===== config.mk =====
export PLATFORM = sky130hd
export DESIGN_NAME = bram_rr_arbiter
export DESIGN_NICKNAME = d
export VERILOG_FILES = /design/src/rtl/mem_arb_pkg.sv /design/src/rtl/mem_arb_rr_pick.sv /design/src/rtl/bram_rr_arbiter.sv
export SDC_FILE = /design/constraint.sdc
export NUM_CORES = 1
export LEC_CHECK = 0
export CELL_PAD_IN_SITES_DETAIL_PLACEMENT = 1
export CELL_PAD_IN_SITES_GLOBAL_PLACEMENT = 2
export CORE_MARGIN = 2
export CORE_UTILIZATION = 21
export CTS_BUF_LIST = sky130_fd_sc_hd__clkbuf_8 sky130_fd_sc_hd__clkbuf_16
export DETAILED_ROUTE_END_ITERATION = 7
export PLACE_DENSITY_LB_ADDON = 0.1
export SKIP_LAST_GASP = 1
export SLEW_MARGIN = 20
export SYNTH_ARGS = -nofsm -noshare
export SYNTH_HDL_FRONTEND = slang
export SYNTH_HIERARCHICAL = 1
export SYNTH_SLANG_ARGS = --single-unit
export TNS_END_PERCENT = 30

===== constraint.sdc =====
create_clock -name wb_clk_i -period 6.8 [get_ports wb_clk_i]
set_input_delay 0.68 -clock wb_clk_i [delete_from_list [all_inputs] [get_ports wb_clk_i]]
set_output_delay 0.68 -clock wb_clk_i [all_outputs]
set_load 0.05 [all_outputs]

===== src/rtl/mem_arb_pkg.sv =====
// rtl/mem_arb_pkg.sv - shared types and helpers for the round-robin BRAM arbiter
package mem_arb_pkg;

  localparam int MAX_REQ  = 8;
  localparam int TAG_ID_W = 3;

  // One slot of the read-return pipeline; id wide enough for MAX_REQ requesters
  typedef struct packed {
    logic                vld;
    logic [TAG_ID_W-1:0] id;
  } tag_t;

  function automatic int id_w(input int n);
    return (n > 1) ? $clog2(n) : 1;
  endfunction

  function automatic int rst_ptr(input int n);
    return n - 1;
  endfunction

endpackage


===== src/rtl/mem_arb_rr_pick.sv =====
// rtl/mem_arb_rr_pick.sv - combinational round-robin picker, searching upward from ptr+1
module mem_arb_rr_pick
  import mem_arb_pkg::*;
#(
  parameter int NUM_REQ = 4,
  parameter int ID_W    = 2
) (
  input  logic [NUM_REQ-1:0] req,
  input  logic [ID_W-1:0]    ptr,
  output logic [NUM_REQ-1:0] grant,
  output logic [ID_W-1:0]    id,
  output logic               any
);

  always_comb begin
    grant = '0;
    id    = '0;
    any   = 1'b0;
    for (int k = 1; k <= NUM_REQ; k++) begin
      if (!any && req[(int'(ptr) + k) % NUM_REQ]) begin
        grant[(int'(ptr) + k) % NUM_REQ] = 1'b1;
        id  = ID_W'((int'(ptr) + k) % NUM_REQ);
        any = 1'b1;
      end
    end
  end

endmodule


===== src/rtl/bram_rr_arbiter.sv =====
// rtl/bram_rr_arbiter.sv - N-port round-robin single-port BRAM arbiter with tagged read return
// Optional burst locking: define MEM_ARB_LOCK_EN.
module bram_rr_arbiter
  import mem_arb_pkg::*;
#(
  parameter int NUM_REQ   = 4,
  parameter int AW        = 13,
  parameter int DW        = 32,
  parameter int RD_LAT    = 2,
  parameter int MAX_BURST = 8
) (
  input  logic                  wb_clk_i,
  input  logic                  wb_rst_i,
  input  logic [NUM_REQ-1:0]    req_valid,
  input  logic [NUM_REQ-1:0]    req_wr,
  input  logic [NUM_REQ-1:0]    req_lock,
  input  logic [NUM_REQ*AW-1:0] req_addr,
  input  logic [NUM_REQ*DW-1:0] req_wdata,
  output logic [NUM_REQ-1:0]    req_ready,
  output logic [NUM_REQ-1:0]    rsp_valid,
  output logic [DW-1:0]         rsp_data,
  output logic                  bram_en,
  output logic                  bram_we,
  output logic [AW-1:0]         bram_addr,
  output logic [DW-1:0]         bram_wdata,
  input  logic [DW-1:0]         bram_rdata
);

  localparam int              ID_W    = id_w(NUM_REQ);
  localparam logic [ID_W-1:0] RST_PTR = ID_W'(rst_ptr(NUM_REQ));

  logic [ID_W-1:0]    ptr;
  logic [NUM_REQ-1:0] pick_grant;
  logic [ID_W-1:0]    pick_id;
  logic               pick_any;
  logic [NUM_REQ-1:0] grant;
  logic [ID_W-1:0]    gid;
  logic               xfer;
  logic               sel_wr;
  logic [AW-1:0]      sel_addr;
  logic [DW-1:0]      sel_wdata;
  tag_t               tag_q [RD_LAT+1];

  mem_arb_rr_pick #(
    .NUM_REQ (NUM_REQ),
    .ID_W    (ID_W)
  ) u_pick (
    .req   (req_valid),
    .ptr   (ptr),
    .grant (pick_grant),
    .id    (pick_id),
    .any   (pick_any)
  );

`ifdef MEM_ARB_LOCK_EN
  localparam int CNT_W = $clog2(MAX_BURST + 1);

  logic             lock_hold;
  logic [ID_W-1:0]  lock_id;
  logic [CNT_W-1:0] burst_cnt;
  logic [CNT_W-1:0] cnt_next;
  logic             use_lock;

  assign use_lock = lock_hold & req_valid[lock_id];
  assign cnt_next = use_lock ? burst_cnt + CNT_W'(1) : CNT_W'(1);
  assign xfer     = use_lock | pick_any;

  always_comb begin
    grant = pick_grant;
    gid   = pick_id;
    if (use_lock) begin
      grant          = '0;
      grant[lock_id] = 1'b1;
      gid            = lock_id;
    end
  end

  // A full burst drops the hold for one arbitration so RR resumes from the holder
  always_ff @(posedge wb_clk_i) begin
    if (wb_rst_i) begin
      lock_hold <= 1'b0;
      lock_id   <= '0;
      burst_cnt <= '0;
    end else if (xfer) begin
      lock_hold <= req_lock[gid] && (cnt_next < CNT_W'(MAX_BURST));
      lock_id   <= gid;
      burst_cnt <= cnt_next;
    end else if (lock_hold && !req_valid[lock_id]) begin
      lock_hold <= 1'b0;
      burst_cnt <= '0;
    end
  end
`else
  localparam int unused_max_burst = MAX_BURST;
  logic unused_lock;

  assign unused_lock = ^req_lock;
  assign grant       = pick_grant;
  assign gid         = pick_id;
  assign xfer        = pick_any;
`endif

  assign req_ready = grant;

  always_comb begin
    sel_wr    = 1'b0;
    sel_addr  = '0;
    sel_wdata = '0;
    for (int i = 0; i < NUM_REQ; i++) begin
      if (grant[i]) begin
        sel_wr    = req_wr[i];
        sel_addr  = req_addr[i*AW +: AW];
        sel_wdata = req_wdata[i*DW +: DW];
      end
    end
  end

  // tag_q[RD_LAT] lines up with the cycle bram_rdata is valid for that read
  always_ff @(posedge wb_clk_i) begin
    if (wb_rst_i) begin
      ptr        <= RST_PTR;
      bram_en    <= 1'b0;
      bram_we    <= 1'b0;
      bram_addr  <= '0;
      bram_wdata <= '0;
      rsp_valid  <= '0;
      rsp_data   <= '0;
      for (int k = 0; k <= RD_LAT; k++) tag_q[k] <= '0;
    end else begin
      bram_en <= xfer;
      bram_we <= xfer & sel_wr;
      if (xfer) begin
        ptr        <= gid;
        bram_addr  <= sel_addr;
        bram_wdata <= sel_wdata;
      end
      tag_q[0] <= '{vld: xfer & ~sel_wr, id: TAG_ID_W'(gid)};
      for (int k = 1; k <= RD_LAT; k++) tag_q[k] <= tag_q[k-1];
      rsp_valid <= tag_q[RD_LAT].vld ? (NUM_REQ'(1) << tag_q[RD_LAT].id) : '0;
      if (tag_q[RD_LAT].vld) rsp_data <= bram_rdata;
    end
  end

endmodule


==> summary.md <==
| Metric | Value |
|---|---|
| Run status | `finished clean` |
| Asr flop ratio synth | `0%` |
| Reg2reg setup slack | `around 1.7 ns` |
| CORE AREA | `22000 sq um` |
| P_leak | `roughly 0.0028 uW` |
| Synth area leaders | `dfxtp_1 (40%), a221oi_1 (8.3%), mux2i_1 (7.8%), a211oi_1 (7.6%), a22oi_1 (7.0%)` |
| Hold slack | `~0.44 ns` |
| Worst r2r path cells | `11` |
| Iteration-0 DRC Markers | `~190` |
| GRT Util Overall | `between 15 and 20%` |
| Setup crit start kind | `register` |
| NumNets Final | `~1000` |
| Pin count of the biggest net entering global routing | `a little over 60` |
| Fmax achieved | `195 MHz` |
| Syn-to-layout area delta | `75.0%` |
| Routed WL per cell | `21.4 um` |
| XOR/XNOR Fraction of Synth Area | `0%` |
| CTS H-Tree Depth | `3` |
| Overflow after GRT | `0` |
| Crit path from | `ptr[0]` |
| Syn Nets | `between 700 and 800` |
| Compound-Gate Fraction of Synth Area | `about a third` |
| Crit-path max FO | `34` |
| Max Cap Viol | `0` |
| Critical Path AT | `5.40 ns` |
| First-pass GRT wire length | `about 34 mm` |
| Top FF cell, synth | `dfxtp_1` |
| Drc violations | `0` |
| EDFF count, synth | `0` |
| FP Rows | `54` |
| Post-synth top area share | `39.8%` |
| Die X | `154 um` |
| CTS clk-pin slew, worst paths | `about 0.070 ns` |
| Routability cong. | `around 0.86` |
| Slew margin rel. | `around a quarter` |
| Data required, critical path | `between 7 and 8 ns` |
| Pre-antenna DRT Iters | `4` |
| Routed Antenna Nets | `0` |
| Share of layout cells above drive strength 1 | `between 4 and 5%` |
| Cell depth of the worst min-delay path | `1` |
| Chip height | `between 150 and 200 um` |
| CTS Root Cell | `clkbuf_16` |
| TritonCTS Buffers | `9` |
| Reg-to-reg endpoint | `bram_wdata[2]` |
| Total clock sinks | `94` |
| Vias/cell | `roughly 5.2` |
| Synth Area in Simple Gates | `roughly 9.8%` |
| Slew @ Worst Pin | `~1.1 ns` |
| Die ar. | `approximately 24000 sq um` |
| Gate Count Post-Synth | `roughly 510` |
| Clk buf depth | `2` |
| Final Hold Viols | `0` |
| Initial Util | `roughly 22%` |
| Hold-fix buffers, CTS | `0` |
| I/O Pins | `between 300 and 400` |
| HP Class | `register to register` |
| Crit path capture type | `register` |
| WS Path Type | `register to register` |
| Synth Area in Adders | `2.11%` |
| Total number of vias | `about 5500` |
| Final slew viol count | `0` |
| FILL cells | `2486` |
| Syn avg cell area | `just over 9 sq um` |
| CTS tree | `done` |
| Setup violations, final | `0` |
| Synthesis warning total | `6` |
| Synth unique cells | `42` |
| Synth area leader | `dfxtp_1` |
| PortBufs | `between 300 and 400` |
| Mux cell area share after synthesis | `under 10%` |
| Final wirelength | `around 23 mm` |
| Unrepaired setup endpoints after global routing | `false` |
| FF+latch count, synth | `94` |
| Post-Syn Area | `~4700 sq um` |
| WHS Endpoint | `tag_q[0][7]` |
| Post-cts sizing count | `0` |
| Initial antenna violation count | `1` |
| Seq/Total Area, Yosys | `39.8%` |
| Setup TNS | `0 ns` |
| FF-to-FF Start | `ptr[0]` |
| Dpl hpwl | `between 15 and 20 mm` |
| Post-CTS setup buffer count | `0` |
| Min-delay src | `tag_q[0][3]` |
| Vias in the first global route | `around 6000` |
| Period utilization | `approximately three quarters` |
| Min Clock Period, post-route | `5.14 ns` |
| Clock Skew | `about 0.0061 ns` |
| VDD IR-drop max | `between 0.1 and 0.15 mV` |
| PwrDens | `~330 nW/um^2` |
| Clock Latency Late Sink | `0.35 ns` |
| Largest family of logic cells by synthesized area | `compound AO/OA/AOI/OAI gates` |
==> layout by cell type, fill, tap and decap left out, types with 2 or more instances in the layout <==
| cell | netlist | final |
|---|---|---|
| nand3b_1 | 2 | 2 |
| nor3b_1 | 4 | 4 |
| a21oi_1 | 4 | 4 |
| inv_1 | 10 | 10 |
| clkbuf_16 | 0 | 9 |
| a2111o_1 | 4 | 2 |
| nand2_1 | 12 | 10 |
| a221oi_1 | 45 | 45 |
| nor2_1 | 39 | 39 |
| or3_1 | 4 | 4 |
| o21ai_0 | 3 | 3 |
| ha_1 | 8 | 8 |
| a211oi_2 | 2 | 2 |
| dfxtp_1 | 94 | 93 |
| nand4_1 | 6 | 6 |
| a2111o_2 | 0 | 2 |
| a22oi_1 | 44 | 44 |
| nand2b_1 | 3 | 3 |
| clkdlybuf4s50_1 | 0 | 307 |
| mux4_2 | 2 | 2 |
| a31oi_1 | 5 | 5 |
| nand2_2 | 0 | 2 |
| a211oi_1 | 48 | 48 |
| nor2b_1 | 12 | 11 |
| buf_4 | 0 | 7 |
| inv_6 | 0 | 2 |
| mux2i_1 | 37 | 37 |
| o22ai_1 | 44 | 44 |
| o31ai_1 | 4 | 4 |
==> cell usage after synthesis, types with 2 or more instances <==
| library cell | instances |
|---|---|
| a2111o_1 | 4 |
| a211oi_1 | 48 |
| a211oi_2 | 2 |
| a21oi_1 | 4 |
| a221oi_1 | 45 |
| a22oi_1 | 44 |
| a31oi_1 | 5 |
| buf_1 | 2 |
| buf_2 | 21 |
| buf_6 | 2 |
| clkbuf_1 | 30 |
| dfxtp_1 | 94 |
| ha_1 | 8 |
| inv_1 | 10 |
| mux2i_1 | 37 |
| mux4_2 | 2 |
| nand2_1 | 12 |
| nand2b_1 | 3 |
| nand3b_1 | 2 |
| nand4_1 | 6 |
| nor2_1 | 39 |
| nor2b_1 | 12 |
| nor3b_1 | 4 |
| o21ai_0 | 3 |
| o22ai_1 | 44 |
| o31ai_1 | 4 |
| or3_1 | 4 |
==> worst max-delay path, stage by stage, from the launching register on <==
cell and delay (ns):
dfxtp_1 0.86, inv_1 0.27, ha_1 0.59, inv_1 0.23, a31oi_1 0.39, o31ai_1 0.11, a2111o_2 0.74, buf_4 0.37
nor2b_4 0.75, buf_4 0.34, a22oi_1 0.09, a211oi_1 0.26
==> final cells by class <==
cell class	count	area (sq um)	share of cell area, %
multi-input cells	346	2580	31.1
diodes	1	2.50	0.0302
well taps	280	350	4.23
repair buffers	314	3130	37.7
clock inverters	7	80.1	0.966
clock buffers	9	225	2.72
inverters	11	41.3	0.498
flip-flops and latches	94	1880	22.7
==> logic make-up after synthesis <==
family          count (synthesis)
compound gates                208
flops                          94
simple gates                   90
buf+inv                        66
mux                            40
fa+ha+maj                       8
==> per-stage QoR <==
| step | util [%] | worst slack (ns) | total power (uW) | instances | cell area [sq um] |
|---|---|---|---|---|---|
| 2_1_floorplan | - | 3.27 | 1680 | 506 | 4730 |
| 3_3_place_gp | 36.3 | 1.77 | 2200 | 1045 | 7980 |
| 3_5_place_dp | 36.3 | 1.60 | 2240 | 1045 | 7980 |
| 4_1_cts | 37.7 | 1.57 | 2790 | 1061 | 8280 |
| 5_1_grt | 37.7 | 1.14 | 2900 | 1062 | 8290 |
| 6_report | 37.7 | 1.66 | 2750 | 1062 | 8290 |
==> routing by layer <==
metal	share of wire, %	GRT usage (%)	up-vias
li1	-	-	2549
met5	0	0	-
met3	6.6	4.28	29
met2	50	33.2	244
met1	41	21.4	2691
met4	2.3	6.94	0
==> power by group <==
group / total [uW] / switching (uW) / internal, uW / leakage (uW)
combinational: 1440 / 889 / 548 / 0.00192
clock: 536 / 245 / 291 / 0.000148
sequential: 773 / 103 / 670 / 0.000771
total: 2750 / 1240 / 1510 / 0.00284
==> flip-flops by register name, indices dropped and copies added, names as in the netlist <==
name        cells
bram_wdata     32
rsp_data       32
bram_addr      13
tag_q           9
rsp_valid       4
ptr             2
bram_en         1
bram_we         1
==> worst max-delay path by stage <==
stage,endpoint,slack (ns),cells past startpoint
floorplan,bram_wdata[26],3.27,14
global placement,bram_wdata[5],1.77,11
detailed placement,bram_wdata[2],1.60,11
CTS,bram_wdata[2],1.57,11
global route,bram_wdata[3],1.14,11
finish,bram_wdata[2],1.66,11
No activity file was read; power rests on OpenSTA's default activity.
